File: src/rtl/shift_issue_reg.sv
// Decode-to-shifter pipeline register: captures one shift per handshake and forwards rs1/rs2.
// Optional performance counters are enabled with `define SHIFT_ISSUE_PERF_EN.
module shift_issue_reg (
  input  logic        clk,
  input  logic        rst,
  input  logic        flush,
  input  logic        in_valid,
  output logic        in_ready,
  input  logic [4:0]  in_rs1_addr,
  input  logic [4:0]  in_rs2_addr,
  input  logic [4:0]  in_rd_addr,
  input  logic [31:0] in_rs1_data,
  input  logic [31:0] in_rs2_data,
  input  logic [4:0]  in_imm_shamt,
  input  logic        in_use_imm,
  input  logic [2:0]  in_funct3,
  input  logic        in_funct7b5,
  input  logic        mem_wr_en,
  input  logic [4:0]  mem_rd_addr,
  input  logic [31:0] mem_rd_data,
  input  logic        wb_wr_en,
  input  logic [4:0]  wb_rd_addr,
  input  logic [31:0] wb_rd_data,
  output logic        out_valid,
  input  logic        out_ready,
  output logic [31:0] out_in,
  output logic [4:0]  out_shamt,
  output logic [1:0]  out_alu,
  output logic [4:0]  out_rd,
  output logic        out_illegal
`ifdef SHIFT_ISSUE_PERF_EN
  ,
  output logic [31:0] perf_issued,
  output logic [31:0] perf_stall
`endif
);

  logic        valid_reg;
  logic [31:0] in_reg;
  logic [4:0]  shamt_reg;
  logic [1:0]  alu_reg;
  logic [4:0]  rd_reg;
  logic        illegal_reg;

  logic        load;
  logic [1:0]  alu_next;
  logic        illegal_next;
  logic [4:0]  shamt_next;

  logic [4:0]  src_addr [2];
  logic [31:0] src_rf   [2];
  logic [31:0] src_fwd  [2];
  logic        unused_rs2_hi;

  assign src_addr[0] = in_rs1_addr;
  assign src_addr[1] = in_rs2_addr;
  assign src_rf[0]   = in_rs1_data;
  assign src_rf[1]   = in_rs2_data;

  // EX/MEM result is younger than MEM/WB, so it wins when both target the same register.
  generate
    for (genvar gi = 0; gi < 2; gi++) begin : g_fwd
      always_comb begin
        src_fwd[gi] = src_rf[gi];
        if (src_addr[gi] == 5'd0)
          src_fwd[gi] = 32'd0;
        else if (mem_wr_en && (mem_rd_addr == src_addr[gi]))
          src_fwd[gi] = mem_rd_data;
        else if (wb_wr_en && (wb_rd_addr == src_addr[gi]))
          src_fwd[gi] = wb_rd_data;
      end
    end
  endgenerate

  // Only the low five bits of rs2 form a shift amount.
  assign unused_rs2_hi = ^src_fwd[1][31:5];
  assign shamt_next    = in_use_imm ? in_imm_shamt : src_fwd[1][4:0];

  always_comb begin
    alu_next     = 2'b11;
    illegal_next = 1'b1;
    if ((in_funct3 == 3'b001) && !in_funct7b5) begin
      alu_next     = 2'b00;
      illegal_next = 1'b0;
    end else if (in_funct3 == 3'b101) begin
      alu_next     = in_funct7b5 ? 2'b01 : 2'b10;
      illegal_next = 1'b0;
    end
  end

  assign in_ready = !valid_reg || out_ready || flush;
  assign load     = in_valid && in_ready && !flush;

  always_ff @(posedge clk) begin
    if (rst) begin
      valid_reg   <= 1'b0;
      in_reg      <= 32'd0;
      shamt_reg   <= 5'd0;
      alu_reg     <= 2'b11;
      rd_reg      <= 5'd0;
      illegal_reg <= 1'b0;
    end else if (flush) begin
      valid_reg <= 1'b0;
    end else if (load) begin
      valid_reg   <= 1'b1;
      in_reg      <= src_fwd[0];
      shamt_reg   <= shamt_next;
      alu_reg     <= alu_next;
      rd_reg      <= in_rd_addr;
      illegal_reg <= illegal_next;
    end else if (valid_reg && out_ready) begin
      valid_reg <= 1'b0;
    end
  end

  assign out_valid   = valid_reg;
  assign out_in      = in_reg;
  assign out_shamt   = shamt_reg;
  assign out_alu     = alu_reg;
  assign out_rd      = rd_reg;
  assign out_illegal = illegal_reg;

`ifdef SHIFT_ISSUE_PERF_EN
  logic [31:0] issued_reg;
  logic [31:0] stall_reg;

  // Both counters stick at all-ones rather than wrapping.
  always_ff @(posedge clk) begin
    if (rst) begin
      issued_reg <= 32'd0;
      stall_reg  <= 32'd0;
    end else begin
      if (load && (issued_reg != 32'hFFFF_FFFF))
        issued_reg <= issued_reg + 32'd1;
      if (valid_reg && !out_ready && (stall_reg != 32'hFFFF_FFFF))
        stall_reg <= stall_reg + 32'd1;
    end
  end

  assign perf_issued = issued_reg;
  assign perf_stall  = stall_reg;
`endif

endmodule

File: config.mk
export PLATFORM = sky130hd
export DESIGN_NAME = shift_issue_reg
export DESIGN_NICKNAME = d
export VERILOG_FILES = /design/src/rtl/shift_issue_reg.sv
export SDC_FILE = /design/constraint.sdc
export NUM_CORES = 1
export LEC_CHECK = 0
export BUFFER_PORTS_ARGS = -buffer_cell sky130_fd_sc_hd__buf_2
export CAP_MARGIN = 20
export CORE_ASPECT_RATIO = 1.5
export CORE_MARGIN = 2
export CORE_UTILIZATION = 35
export DETAILED_ROUTE_END_ITERATION = 10
export PLACE_DENSITY = 0.74
export SYNTH_ARGS = -nofsm -noshare
export SYNTH_HDL_FRONTEND = slang
export SYNTH_SLANG_ARGS = --single-unit
File: constraint.sdc
create_clock -name clk -period 3.6 [get_ports clk]
set_input_delay 0.36 -clock clk [delete_from_list [all_inputs] [get_ports clk]]
set_output_delay 0.36 -clock clk [all_outputs]
set_load 0.01 [all_outputs]
# Word level (Yosys, flattened, before mapping)
# Cells that the tools add are included.
# W data, S select, Z words.
# totals
ff_bits	46
inputBits	170
out_inout_bits	47
# op_classes
n_eq_ne	6
n_mux	14
bitwise	1
n_reduce_logical	18
# op_table
operator	n
$mux W32	3
$eq A5 B5 Y1	4
$mux W5	4
$logic_not A5 Y1	2
$logic_and A1 B1 Y1	8
$mux W2	3
$mux W1	4
$eq A3 B1 Y1 const B	1
$eq A3 B3 Y1 const B	1
$logic_not A1 Y1	3
$logic_or A1 B1 Y1	2
$reduce_and A2 Y1	1
$reduce_bool A2 Y1	1
$reduce_or A2 Y1	1
$not A1 Y1	1

# Logic depth before layout (Yosys ltp)
# logic_depth
word_depth	6
mapped_depth	8
ltp_nobuf	5

# Least setup slack after synthesis
# Ideal clock, no wire load.
# synth_timing
kind	input port to flip-flop
from	in wb_rd_addr[3]
to	reg in_reg[10], in the netlist out_in[10]
setup_time_ns	0.121
arrival_time_ns	1.584
t_required_ns	3.479
path_slack_ns	1.894
cell_stages	6
cell_sequence	xor2_1 nor4_4 nand3_4 buf_6 a221oi_2 o21ai_1
# synth_via
elab_chain_cells	5
# synth_lines
element	line	source
start: declaration	22	input logic [4:0] wb_rd_addr,
$eq A5 B5 Y1	69	else if (wb_wr_en && (wb_rd_addr == src_addr[gi]))
$logic_and A1 B1 Y1	69	
$mux W32	69	
$mux W32	67	else if (mem_wr_en && (mem_rd_addr == src_addr[gi]))
$mux W32	65	if (src_addr[gi] == 5'd0)
end signal: assignment	106	in_reg <= src_fwd[0];
end: declaration	39	logic [31:0] in_reg;
# No other way between the ends.
# A chain may end at the register's enable or synchronous reset.

# Final worst setup path
# layout_timing
from	reg valid_reg, in the netlist out_valid
to	reg in_reg[31], in the netlist out_in[31]
# layout_via
elab_chain_cells	6
# layout_lines
element	line	source
start: declaration	38	logic valid_reg;
start signal: assignment	96	valid_reg <= 1'b0;
start signal: assignment	103	valid_reg <= 1'b0;
start signal: assignment	105	valid_reg <= 1'b1;
$logic_not A1 Y1	91	assign in_ready = !valid_reg || out_ready || flush;
$logic_or A1 B1 Y1 (2 in series)	91	
$logic_and A1 B1 Y1 (2 in series)	92	assign load = in_valid && in_ready && !flush;
$reduce_and A2 Y1 (no line)	n/a	
# No other way between the ends.

==> flow_summary.ini <==
[logic_synthesis]
synth-seq-cells = 46
synthArstFlopShare_pct = 0
synthCells = 350
ys_seq_area_share_pct = 31.7
syn_area_um2 = 2910
syn_avg_cell_area_um2 = 8.30
synth_edf_count = 0
syn-num-nets = 520
yosysWarnings = 0
synth_ff_type = dfxtp_1
synth.distinct_cells = 34

[sta]
worstMarginPinSlew_ps = 795
finalSetupViolCount = 0
slew_viol_final = 0
timing.setup.tns_ps = 0
min_period_ps = 2180
grt_setup_unrepaired = false
period_share_pct = 60.5
final.setup_skew_ps = 8.37
clock.fmax_mhz = 459
relSlewSlack_pct = 47.0
hold_viol_final = 0

[power]
irDropWorstVdd_v = 0.000266
power_mw = 1.50
power_leakage_nw = 1.88
powerDensity_nw_per_um2 = 366

[layout]
n_antenna_cell = 0
nNetsFinal = 691
final_cell_area_um2 = 4100
layout-drive-gt1-share_pct = 47.1
area_growth_pct = 41.1
final_cell_mix = buf_2, nand2_1, dfxtp_1, and3_1
layout_commonest_cell = buf_2
fill_cells = 803

[clock_network]
cts_tree = yes
clk_latency_ps = 290
clock-sinks = 46
ctsResizeCount = 0
post_cts_buffers = 0
cts_made_buffers = 5
cts_max_level = 2
cts_hold_buffers = 0
cts_root_buf = clkbuf_16
cts_max_path_buffers = 2
clkTransAtPathRegs_ps = 70

[global_routing]
overflow = 0
grt_pass1_vias = 3410
track_usage_pct = 22.0
grt_pass1_wl_um = 15700
antenna_found_initial = 0
grt_start_max_net_pins = 35

[drt]
drt-initial-drc-count = 219
drt-total-wl_um = 10400
routedWlPerCell_um = 16.6
first_pass_iters = 5
vias = 3429
drc = 0
drtAntennaViolNets = 0
vias_per_cell = 5.47

[placement]
port_buffers = 189
gp_congestion = 0.817
placed_area_um2 = 3900
dp_hpwl_um = 7740

[status]
outcome = complete, no violations

[setup_path]
cp-end-kind = flop
crit_required_ps = 3820
path_class = flop to flop
critPathLaunchType = flop
path_max_fanout = 18
arrival_ps = 2400

[job]
cap_violations = 0

[worst_hold_path]
holdCritPathClass = input pin to flop

[floorplanning]
dieArea_um2 = 9060
core_um2 = 8060
die_w_um = 78.4
io_pins = 217
fp.dieH_um = 116
num_rows = 40
start_util_pct = 36.1
==> registers in the layout, summed over array words and instances, names as in the netlist <==
register,cells
out_in,32
out_alu,2
out_shamt,5
out_illegal,1
out_rd,5
out_valid,1
==> through the flow <==
stage,util [%],worst slack (ps),hold slack (ps),instances
after detailed placement,48.4,1250,437,619
after floorplan,-,1890,433,350
after global placement,48.4,1320,432,619
after CTS,50.9,1430,244,627
final,50.9,1420,248,627
after global routing,50.9,1300,253,627
==> cells by family (layout without fill, tap and decap cells) <==
logic type	count (synthesis)	count (layout)	synth area share [%]
flip-flops	46	46	31.7
AND/OR/NAND/NOR	120	120	21.4
multiplexers	5	5	1.72
AO/OA/AOI/OAI	126	126	33.7
XOR/XNOR	20	20	6.03
buffers and inverters	33	205	5.43
==> final timing paths <==
kind               from          to  slack (ps)  depth (start not counted)
min reg2reg  out_in[18]  out_in[18]         440                          2
max reg2reg   out_valid  out_in[31]        1420                          6
max           out_valid  out_in[31]        1420                          6
min               flush   out_valid         250                          2
==> cell type report <==
type	instances	area, um2	area share (%)
clock buffers	6	139	3.39
clock inverters	2	60.1	1.46
inverters	2	7.51	0.183
multi-input cells	271	1850	45.1
flip-flops and latches	46	921	22.5
well taps	105	131	3.20
repair buffers	195	991	24.2
==> cell usage after synthesis (2+ instances only) <==
cell / number / share of area, %
a211oi_1: 6 / 1.6
a21oi_1: 11 / 1.9
a221oi_1: 2 / 0.60
a221oi_2: 30 / 16
a31oi_1: 5 / 1.1
and3_1: 33 / 7.1
buf_2: 9 / 1.6
buf_6: 3 / 1.2
clkbuf_1: 19 / 2.5
dfxtp_1: 46 / 32
inv_1: 2 / 0.26
mux2i_1: 5 / 1.7
nand2_1: 50 / 6.5
nand2b_1: 2 / 0.43
nor2_1: 13 / 1.7
nor3_1: 4 / 0.69
nor4_1: 2 / 0.43
o21ai_0: 32 / 5.5
o21ai_1: 32 / 5.5
o21bai_1: 2 / 0.52
o31ai_1: 5 / 1.3
or2_2: 7 / 1.5
xnor2_1: 8 / 2.4
xor2_1: 12 / 3.6
==> routing by layer <==
metal	vias to the layer above	global-route usage, %	share of wire (%)
met4	0	8.54	1.7
met3	15	2.34	5.5
met5	-	0	0
met1	1624	24.3	39
li1	1639	-	-
met2	151	42.6	54
==> report_power, final <==
group	switching (mW)	total, mW	internal [mW]
Combinational	0.178	0.334	0.156
Sequential	0.0141	0.552	0.538
Clock	0.197	0.614	0.417
==> critical path, cell delays in order, from the launching register on <==
cell and delay (ps):
dfxtp_1 310, nand2b_1 260, nand2_1 320, nor3_4 570
buf_4 340, o21ai_0 140, o21ai_1 150
No activity file was read; power rests on OpenSTA's default activity.
